`src/rtl/vga_pkg.sv`:
```
// Shared VGA grid constants and host-board placement definitions.
package vga_pkg;

   // Host grid origin and extent in pixels
   localparam int unsigned CHAR_X_HOST = 48;
   localparam int unsigned CHAR_Y_HOST = 80;
   localparam int unsigned CHAR_LENGTH = 320;
   localparam int unsigned CHAR_HEIGHT = 320;

   // Board geometry: 10x10 cells of 32x32 pixels
   localparam int unsigned BOARD_COLS  = 10;
   localparam int unsigned BOARD_CELLS = 100;
   localparam int unsigned CELL_SHIFT  = 5;

   // Datapath widths
   localparam int unsigned COORD_W = 12;
   localparam int unsigned ADDR_W  = 7;
   localparam int unsigned CNT_W   = 5;
   localparam int unsigned IDX_W   = 4;

   // Placer state, shared with the drawing and game-control blocks
   typedef enum logic [2:0] {
      IDLE   = 3'd0,
      CALC   = 3'd1,
      WAIT   = 3'd2,
      DECIDE = 3'd3,
      WRITE  = 3'd4,
      CLEAR  = 3'd5
   } placer_state_e;

   // Board RAM index shared by writer and drawing paths
   function automatic logic [ADDR_W-1:0] cell_index(input logic [IDX_W-1:0] col,
                                                    input logic [IDX_W-1:0] row);
      return ADDR_W'(col) + ADDR_W'(BOARD_COLS) * ADDR_W'(row);
   endfunction

endpackage

```
`src/rtl/ship_placer.sv`:
```
// Converts host-grid mouse clicks into single-cell board RAM writes and sweeps the board clear.
module ship_placer
   import vga_pkg::*;
#(
   parameter int unsigned MAX_CELLS = 20
) (
   input  logic               clk,
   input  logic               rst,
   input  logic [COORD_W-1:0] xpos,
   input  logic [COORD_W-1:0] ypos,
   input  logic               mouse_left,
   input  logic               enable,
   input  logic               clear,
   output logic [ADDR_W-1:0]  cell_addr,
   input  logic               cell_rd_data,
   output logic               cell_we,
   output logic               cell_wdata,
   output logic [CNT_W-1:0]   placed_cnt,
   output logic               full,
   output logic               placed,
   output logic               reject,
   output logic               busy
);

   localparam logic [COORD_W-1:0] X_LO = COORD_W'(CHAR_X_HOST);
   localparam logic [COORD_W-1:0] X_HI = COORD_W'(CHAR_X_HOST + CHAR_LENGTH);
   localparam logic [COORD_W-1:0] Y_LO = COORD_W'(CHAR_Y_HOST);
   localparam logic [COORD_W-1:0] Y_HI = COORD_W'(CHAR_Y_HOST + CHAR_HEIGHT);
   localparam logic [ADDR_W-1:0]  LAST_ADDR = ADDR_W'(BOARD_CELLS - 1);
   localparam logic [CNT_W-1:0]   CNT_MAX   = CNT_W'(MAX_CELLS);

   placer_state_e      state_q, state_d;
   logic               mouse_q;
   logic [COORD_W-1:0] x_q, x_d;
   logic [COORD_W-1:0] y_q, y_d;
   logic [ADDR_W-1:0]  addr_q, addr_d;
   logic               we_q, we_d;
   logic               wdata_q, wdata_d;
   logic [CNT_W-1:0]   cnt_q, cnt_d;
   logic               placed_q, placed_d;
   logic               reject_q, reject_d;
   logic               busy_q, busy_d;

   logic               click_c;
   logic               full_c;
   logic               in_range_c;
   logic [COORD_W-1:0] dx_c, dy_c;
   logic [IDX_W-1:0]   col_c, row_c;
   logic [ADDR_W-1:0]  calc_addr_c;

   // Rising edge of the left button against the previous-cycle sample
   assign click_c = mouse_left & ~mouse_q;
   assign full_c  = (cnt_q == CNT_MAX);

   // Grid-relative offsets and cell index of the latched click
   always_comb begin
      dx_c        = x_q - X_LO;
      dy_c        = y_q - Y_LO;
      in_range_c  = (x_q >= X_LO) && (x_q < X_HI) && (y_q >= Y_LO) && (y_q < Y_HI);
      col_c       = IDX_W'(dx_c >> CELL_SHIFT);
      row_c       = IDX_W'(dy_c >> CELL_SHIFT);
      calc_addr_c = cell_index(col_c, row_c);
   end

   // State register, button history and registered outputs
   always_ff @(posedge clk) begin
      if (rst) begin
         state_q  <= IDLE;
         mouse_q  <= 1'b0;
         x_q      <= '0;
         y_q      <= '0;
         addr_q   <= '0;
         we_q     <= 1'b0;
         wdata_q  <= 1'b0;
         cnt_q    <= '0;
         placed_q <= 1'b0;
         reject_q <= 1'b0;
         busy_q   <= 1'b0;
      end else begin
         state_q  <= state_d;
         mouse_q  <= mouse_left;
         x_q      <= x_d;
         y_q      <= y_d;
         addr_q   <= addr_d;
         we_q     <= we_d;
         wdata_q  <= wdata_d;
         cnt_q    <= cnt_d;
         placed_q <= placed_d;
         reject_q <= reject_d;
         busy_q   <= busy_d;
      end
   end

   // Next-state and next-output decode; pulses default low every cycle
   always_comb begin
      state_d  = state_q;
      x_d      = x_q;
      y_d      = y_q;
      addr_d   = addr_q;
      we_d     = 1'b0;
      wdata_d  = 1'b0;
      cnt_d    = cnt_q;
      placed_d = 1'b0;
      reject_d = 1'b0;

      case (state_q)
         IDLE: begin
            if (clear) begin
               state_d = CLEAR;
               addr_d  = '0;
               we_d    = 1'b1;
            end else if (click_c && enable) begin
               x_d     = xpos;
               y_d     = ypos;
               state_d = CALC;
            end
         end
         CALC: begin
            if (in_range_c) begin
               addr_d  = calc_addr_c;
               state_d = WAIT;
            end else begin
               reject_d = 1'b1;
               state_d  = IDLE;
            end
         end
         WAIT: begin
            state_d = DECIDE;
         end
         DECIDE: begin
            if (cell_rd_data || full_c) begin
               reject_d = 1'b1;
               state_d  = IDLE;
            end else begin
               we_d     = 1'b1;
               wdata_d  = 1'b1;
               placed_d = 1'b1;
               state_d  = WRITE;
            end
         end
         WRITE: begin
            if (cnt_q < CNT_MAX) begin
               cnt_d = cnt_q + CNT_W'(1);
            end
            state_d = IDLE;
         end
         CLEAR: begin
            if (addr_q == LAST_ADDR) begin
               cnt_d   = '0;
               state_d = IDLE;
            end else begin
               addr_d = addr_q + ADDR_W'(1);
               we_d   = 1'b1;
            end
         end
         default: begin
            state_d = IDLE;
         end
      endcase

      busy_d = (state_d != IDLE);
   end

   assign cell_addr  = addr_q;
   assign cell_we    = we_q;
   assign cell_wdata = wdata_q;
   assign placed_cnt = cnt_q;
   assign placed     = placed_q;
   assign reject     = reject_q;
   assign busy       = busy_q;
   assign full       = full_c;

endmodule

```
`config.mk`:
```
export PLATFORM = sky130hd
export DESIGN_NAME = ship_placer
export DESIGN_NICKNAME = d
export VERILOG_FILES = /design/src/rtl/vga_pkg.sv /design/src/rtl/ship_placer.sv
export SDC_FILE = /design/constraint.sdc
export NUM_CORES = 1
export LEC_CHECK = 0
export BUFFER_PORTS_ARGS = -buffer_cell sky130_fd_sc_hd__buf_2
export CORE_UTILIZATION = 55
export CTS_CLUSTER_SIZE = 25
export DETAILED_ROUTE_END_ITERATION = 6
export GPL_ROUTABILITY_DRIVEN = 0
export GPL_TIMING_DRIVEN = 0
export PLACE_DENSITY = 0.8
export SLEW_MARGIN = 40
export SYNTH_ARGS = -nofsm -noshare
export SYNTH_HDL_FRONTEND = slang
export SYNTH_SLANG_ARGS = --single-unit
```
`constraint.sdc`:
```
create_clock -name clk -period 5.1 [get_ports clk]
set_input_delay 1.02 -clock clk [delete_from_list [all_inputs] [get_ports clk]]
set_output_delay 1.02 -clock clk [all_outputs]
set_load 0.01 [all_outputs]
```
==> results of run 1 <==
[synthesized netlist by cell type, types with 3 or more instances]
cell type  count  area [sq um]
nor4_1         3          18.8
clkbuf_1       8          30.0
o31ai_1        3          22.5
inv_1         13          48.8
buf_2          3          15.0
mux2i_1       22           220
nor2_1        38           143
nand2b_1       5          31.3
ha_1          12           150
xnor2_1        5          43.8
o21ai_0        9          45.0
xor2_1         8          70.1
nor3_1         5          25.0
a21oi_1       11          55.1
nand4b_1       3          26.3
nand3_1        9          45.0
nor2b_1        7          43.8
dfxtp_1       40           801
a211oi_1       3          22.5
nand2_1       12          45.0
[worst paths after layout]
kind / end / depth (start not counted)
worst max register to register: cell_addr[6] / 14
worst min-delay path: y_q[11] / 2
worst min register to register: y_q[11] / 2
worst max-delay path: cell_addr[6] / 14
[power breakdown]
part / internal [W] / leakage, nW / switching, W
clock network: 0.000160 / 0.0614 / 0.000113
logic: 0.0000602 / 0.876 / 0.0000763
registers: 0.000322 / 0.325 / 0.00000690
total: 0.000542 / 1.26 / 0.000196
[area by class of cell]
type	instances	area (sq um)	share of cell area, %
buffer	14	73.8	2.70
tap	50	62.6	2.29
clock buffer	6	82.6	3.02
clock inverter	2	38.8	1.42
inverter	13	48.8	1.78
multi-input combinational	195	1420	51.9
sequential	40	801	29.3
timing repair buffer	42	210	7.68
[flip-flops by register name (all words and copies together), names as in the netlist]
| name | count |
|---|---|
| busy | 1 |
| cell_addr | 7 |
| cell_we | 1 |
| mouse_q | 1 |
| placed | 1 |
| placed_cnt | 5 |
| reject | 1 |
| state_q | 3 |
| x_q | 8 |
| y_q | 12 |
[logic make-up after synthesis]
group,synth area share [%]
XOR/XNOR,4.86
flip-flops,34.2
buffers and inverters,5.23
AO/OA/AOI/OAI,16.0
multiplexers,9.88
adder cells (fa/ha/maj),8.12
AND/OR/NAND/NOR,21.8
[worst max-delay path, stage by stage (launching register included)]
cell	delay, ns
dfxtp_1	0.37
inv_1	0.06
ha_1	0.20
nor2b_1	0.28
nor2_1	0.09
xor2_1	0.16
ha_1	0.30
ha_1	0.14
inv_1	0.04
fa_1	0.40
or2_2	0.29
a211oi_1	0.26
o21ai_0	0.11
nor3b_1	0.14
o31ai_1	0.24
[stage by stage]
| stage | util [%] | worst slack, ns | area (sq um) | instances | hold slack, ns |
|---|---|---|---|---|---|
| after floorplan | - | 2.22 | 2340 | 262 | 0.464 |
| after CTS | 67.5 | 1.90 | 2740 | 362 | 0.511 |
| after global placement | 64.5 | 2.02 | 2620 | 354 | 0.475 |
| final | 67.5 | 1.94 | 2740 | 362 | 0.504 |
| after detailed placement | 64.5 | 1.92 | 2620 | 354 | 0.491 |
| after global routing | 67.5 | 1.71 | 2740 | 362 | 0.533 |
[layer usage]
layer	routed length, microns	share of wire [%]	GRT usage, %
met1	2080	43	26.9
met2	2360	49	45.0
met3	280	5.8	5.24
met4	97	2.0	11.4
met5	0	0	0
==> impl_metrics.csv, run 1 <==
group,metric,value,unit
pwr,power.density,270,nW/um^2
die,core_area,4060,sq um
layout,fin_nets,355,
grt,antenna_found_initial,0,
die,die_h,67.3,microns
clocking,post_cts_buffers,0,
layout,syn_to_final_growth,16.8,%
route,wl_per_cell,13.3,microns
synthesis,ys.flop_type,"dfxtp_1",
clocking,cts_buffers,5,
grt,grt_use_total,24.7,%
synthesis,ys_async_sr_fraction,0,%
clocking,cts_sinks,40,
timing,timing.fmax,317,MHz
worst_setup_path,cp-start-kind,"register",
worst_setup_path,crit_type,"register to register",
grt,grt_pass1_vias,1997,
die,rows,23,
synthesis,synth_cell_types,57,
timing,layout_min_cycle_time,3.16,ns
die,fp.dieW,67.3,microns
timing,setup_tns,0,ns
timing,fin_skew,0.00537,ns
synthesis,synth-seq-cells,40,
timing,drv_slew,0,
layout,antennaDiodeCount,0,
synthesis,synth_fp_nets,306,
route,ant_nets,0,
grt,grt_first_pass_wirelength,8350,microns
clocking,htreeDepth,2,
timing,finalSetupViolations,0,
timing,slew_headroom,60.9,%
outcome,status,"finished clean",
die,ios,48,
die,initial_core_util,57.8,%
synthesis,syn_inst,262,
pwr,finalPower,0.000738,W
worst_setup_path,endpoint_kind,"register",
synthesis,ys_seq_area_share,34.2,%
synthesis,yosys_warnings,0,
clocking,clk_pin_slew,0.08,ns
route,drt_wl_total,4810,microns
die,die-area,4530,sq um
pwr,max-vdd-ir-drop,0.197,mV
timing,period_share,61.9,%
place,port_buffers,42,
timing,rsz0062_at_grt,"false",
synthesis,netlist_area,2340,sq um
worst_setup_path,cp.required,5.31,ns
worst_setup_path,crit_path_start,"y_q[4]",
layout,layout.cells.most_common,"buf_2",
clocking,root_buffer,"clkbuf_8",
clocking,cts-resized-gates,0,
clocking,cts-hold-fix-buffers,0,
grt,overflow,0,
timing,hold_viol,0,
route,vias_per_cell,5.56,
clocking,cts_max_path_buffers,2,
route,drcViolationCount,0,
min_path,hp-start,"y_q[11]",
flow_run,maxCapViolations,0,
route,first_pass_iters,4,
timing,tightest_slew,0.580,ns
route,drt_iter0_drc,157,
pwr,p_leak,1.26,nW
synthesis,synth_edf_count,0,
worst_setup_path,ff2ff_setup_slack,1.94,ns
worst_setup_path,r2r_start,"y_q[4]",
min_path,hp-class,"register to register",
layout,mostFrequentLayoutCells,"buf_2, dfxtp_1, nor2_1, mux2i_1, inv_1",
layout,nFillCells,347,
place,dpl.hpwl,3770,microns
clocking,tritoncts,"done",
worst_setup_path,worstPathArrival,3.37,ns
clocking,clk_latency,0.29,ns
grt,grt_max_degree,14,
worst_setup_path,path_max_fanout,5,
route,dr_total_vias,2011,
layout,drive_above_1_share,22.8,%
synthesis,synth_area_per_cell,8.94,sq um
No activity file was read; power rests on OpenSTA's default activity.
==> run 2, diff against run 1 <==
Settings changed: CORE_UTILIZATION 55 to 49, PLACE_DENSITY 0.8 to 0.75.
Clock period 5.1 ns to 2.8 ns, I/O delays scaled along.
==> run 2 against run 1 <==
Against the previous run: the run now ends with design-rule violations left; count of clock-buffer cells in the layout stayed put; fmax is 16% higher; register-to-register slack worse by 1.9 ns; first-iteration DRC count is 17% lower; largest cell class unchanged.
==> impl_metrics.csv, run 2 (synthesis gave the netlist of run 1 again) <==
group,metric,value,unit
outcome,status,"finished with violations",
outcome,violations,"design-rule violations",
timing,drv_slew,0,
layout,mostFrequentLayoutCells,"buf_2, dfxtp_1, nor2_1, mux2i_1, inv_1",
pwr,p_seq_share,47.4,%
die,rows,24,
clocking,root_buffer,"clkbuf_8",
timing,hold_viol,0,
layout,antennaDiodeCount,0,
layout,syn_to_final_growth,19.5,%
pwr,combPwrFrac,21.4,%
route,drt_wl_total,4850,microns
route,dr_total_vias,2029,
place,dpl.hpwl,3710,microns
route,drcViolationCount,5,
worst_setup_path,cp.required,3.02,ns
place,place_ws,-0.209,ns
clocking,tritoncts,"done",
layout,nFillCells,403,
timing,timing.fmax,366,MHz
timing,fin_skew,0.00843,ns
layout,top_register,"y_q",
die,die-area,5060,sq um
clocking,clk_latency,0.29,ns
grt,antenna_found_initial,0,
route,drt_iter0_drc,130,
timing,slew_headroom,63.1,%
layout,multiInputGateArea,1470,sq um
layout,layout.cells.most_common,"buf_2",
timing,setup_ws,0.0689,ns
worst_setup_path,path_max_fanout,3,
worst_setup_path,crit_type,"register to register",
grt,grt_max_degree,13,
timing,period_share,97.5,%
die,core_area,4470,sq um
timing,rsz0062_at_grt,"true",
timing,tightest_slew,0.549,ns
grt,grt_pass1_vias,1898,
pwr,power.density,452,nW/um^2
timing,finalSetupViolations,0,
die,die_h,71.2,microns
worst_setup_path,endpoint_kind,"register",
grt,overflow,0,
timing,layout_min_cycle_time,2.73,ns
worst_setup_path,worstPathArrival,2.95,ns
pwr,finalPower,0.00127,W
pwr,max-vdd-ir-drop,0.355,mV
timing,setup_tns,0,ns
clocking,cts_max_path_buffers,2,
layout,drive_above_1_share,27.5,%
min_path,hp-class,"primary input to register",
clocking,cts_sinks,40,
pwr,switching_power,0.000359,W
route,vias_per_cell,5.51,
flow_run,maxCapViolations,0,
route,wl_per_cell,13.2,microns
die,ios,48,
die,initial_core_util,52.4,%
worst_setup_path,cp-start-kind,"register",
pwr,p_clk_share,31.2,%
layout,fin_nets,359,
grt,grt_first_pass_wirelength,8050,microns
clocking,clk_pin_slew,0.08,ns
clocking,cts_buffers,5,
grt,grt_use_total,20.2,%
layout,seq_area,803,sq um
layout,largest_reg_flops,12,
place,port_buffers,42,
clocking,htreeDepth,2,
pwr,p_sw_share,28.3,%
pwr,p_int,0.000908,W
route,first_pass_iters,6,
route,ant_nets,0,
pwr,p_leak,1.29,nW
die,fp.dieW,71.2,microns
## run 2: changes by cell type in the layout (fill, tap and decap cells not counted), sizes merged
cell    previous run  this run
clkinv             1         2
buf               47        52
bufinv             1         0
clkbuf            15        14
## run 2: cell type report
cell class,instances,area share (%)
timing repair buffer,47,8.85
sequential,40,28.7
multi-input combinational,195,52.6
clock buffer,6,2.95
tap,52,2.32
clock inverter,2,0.357
inverter,13,1.74
buffer,13,2.50
## run 2: metrics by stage
stage          instances  instance area [sq um]  util, %  hold WS (ns)
2_1_floorplan        262                   2350        -         0.464
3_3_place_gp         356                   2630     58.8         0.475
3_5_place_dp         356                   2630     58.8         0.492
4_1_cts              369                   2780     62.2         0.492
5_1_grt              368                   2800     62.6         0.494
6_report             368                   2800     62.6         0.495
## run 2: final timing paths
check                 end  cells after the start  startpoint  slack [ns]
max          cell_addr[6]                     14      y_q[5]        0.07
min                x_q[4]                      3     xpos[4]        0.49
max reg2reg  cell_addr[6]                     14      y_q[5]        0.07
min reg2reg       x_q[11]                      2     x_q[11]        0.49
## run 2: worst max-delay path, stage by stage (launching register included)
cell and delay, ns:
dfxtp_2 0.33, inv_1 0.05, ha_2 0.18, nor2b_4 0.12
nor2_1 0.05, xor2_1 0.15, ha_1 0.31, ha_1 0.20
inv_1 0.06, fa_2 0.44, nand2b_1 0.17, a21oi_2 0.12
o21ai_1 0.08, nor3b_2 0.16, o31ai_1 0.22
## run 2: layer usage
layer  share of wire [%]  global-route usage (%)
met1                  43                    23.8
met2                  49                    35.1
met3                 5.8                    4.42
met4                 1.9                    9.11
met5                   0                       0
## run 2: power by group through the flow
stage / registers (W) / clock network [W] / logic (W)
2_1_floorplan: 0.000615 / 0 / 0.000183
3_3_place_gp: 0.000612 / 0 / 0.000247
3_5_place_dp: 0.000613 / 0 / 0.000252
4_1_cts: 0.000600 / 0.000404 / 0.000265
5_1_grt: 0.000603 / 0.000433 / 0.000301
6_report: 0.000601 / 0.000395 / 0.000271
## run 2: what timing repair did
action                                  in CTS  in global routing
endpoints found under the setup margin       1                  1
hold buffers                                 0                  0
setup buffers                                5                  0
pin swaps                                    6                  5
gates resized for setup                      9                  4
hold endpoints to repair                     0                  0
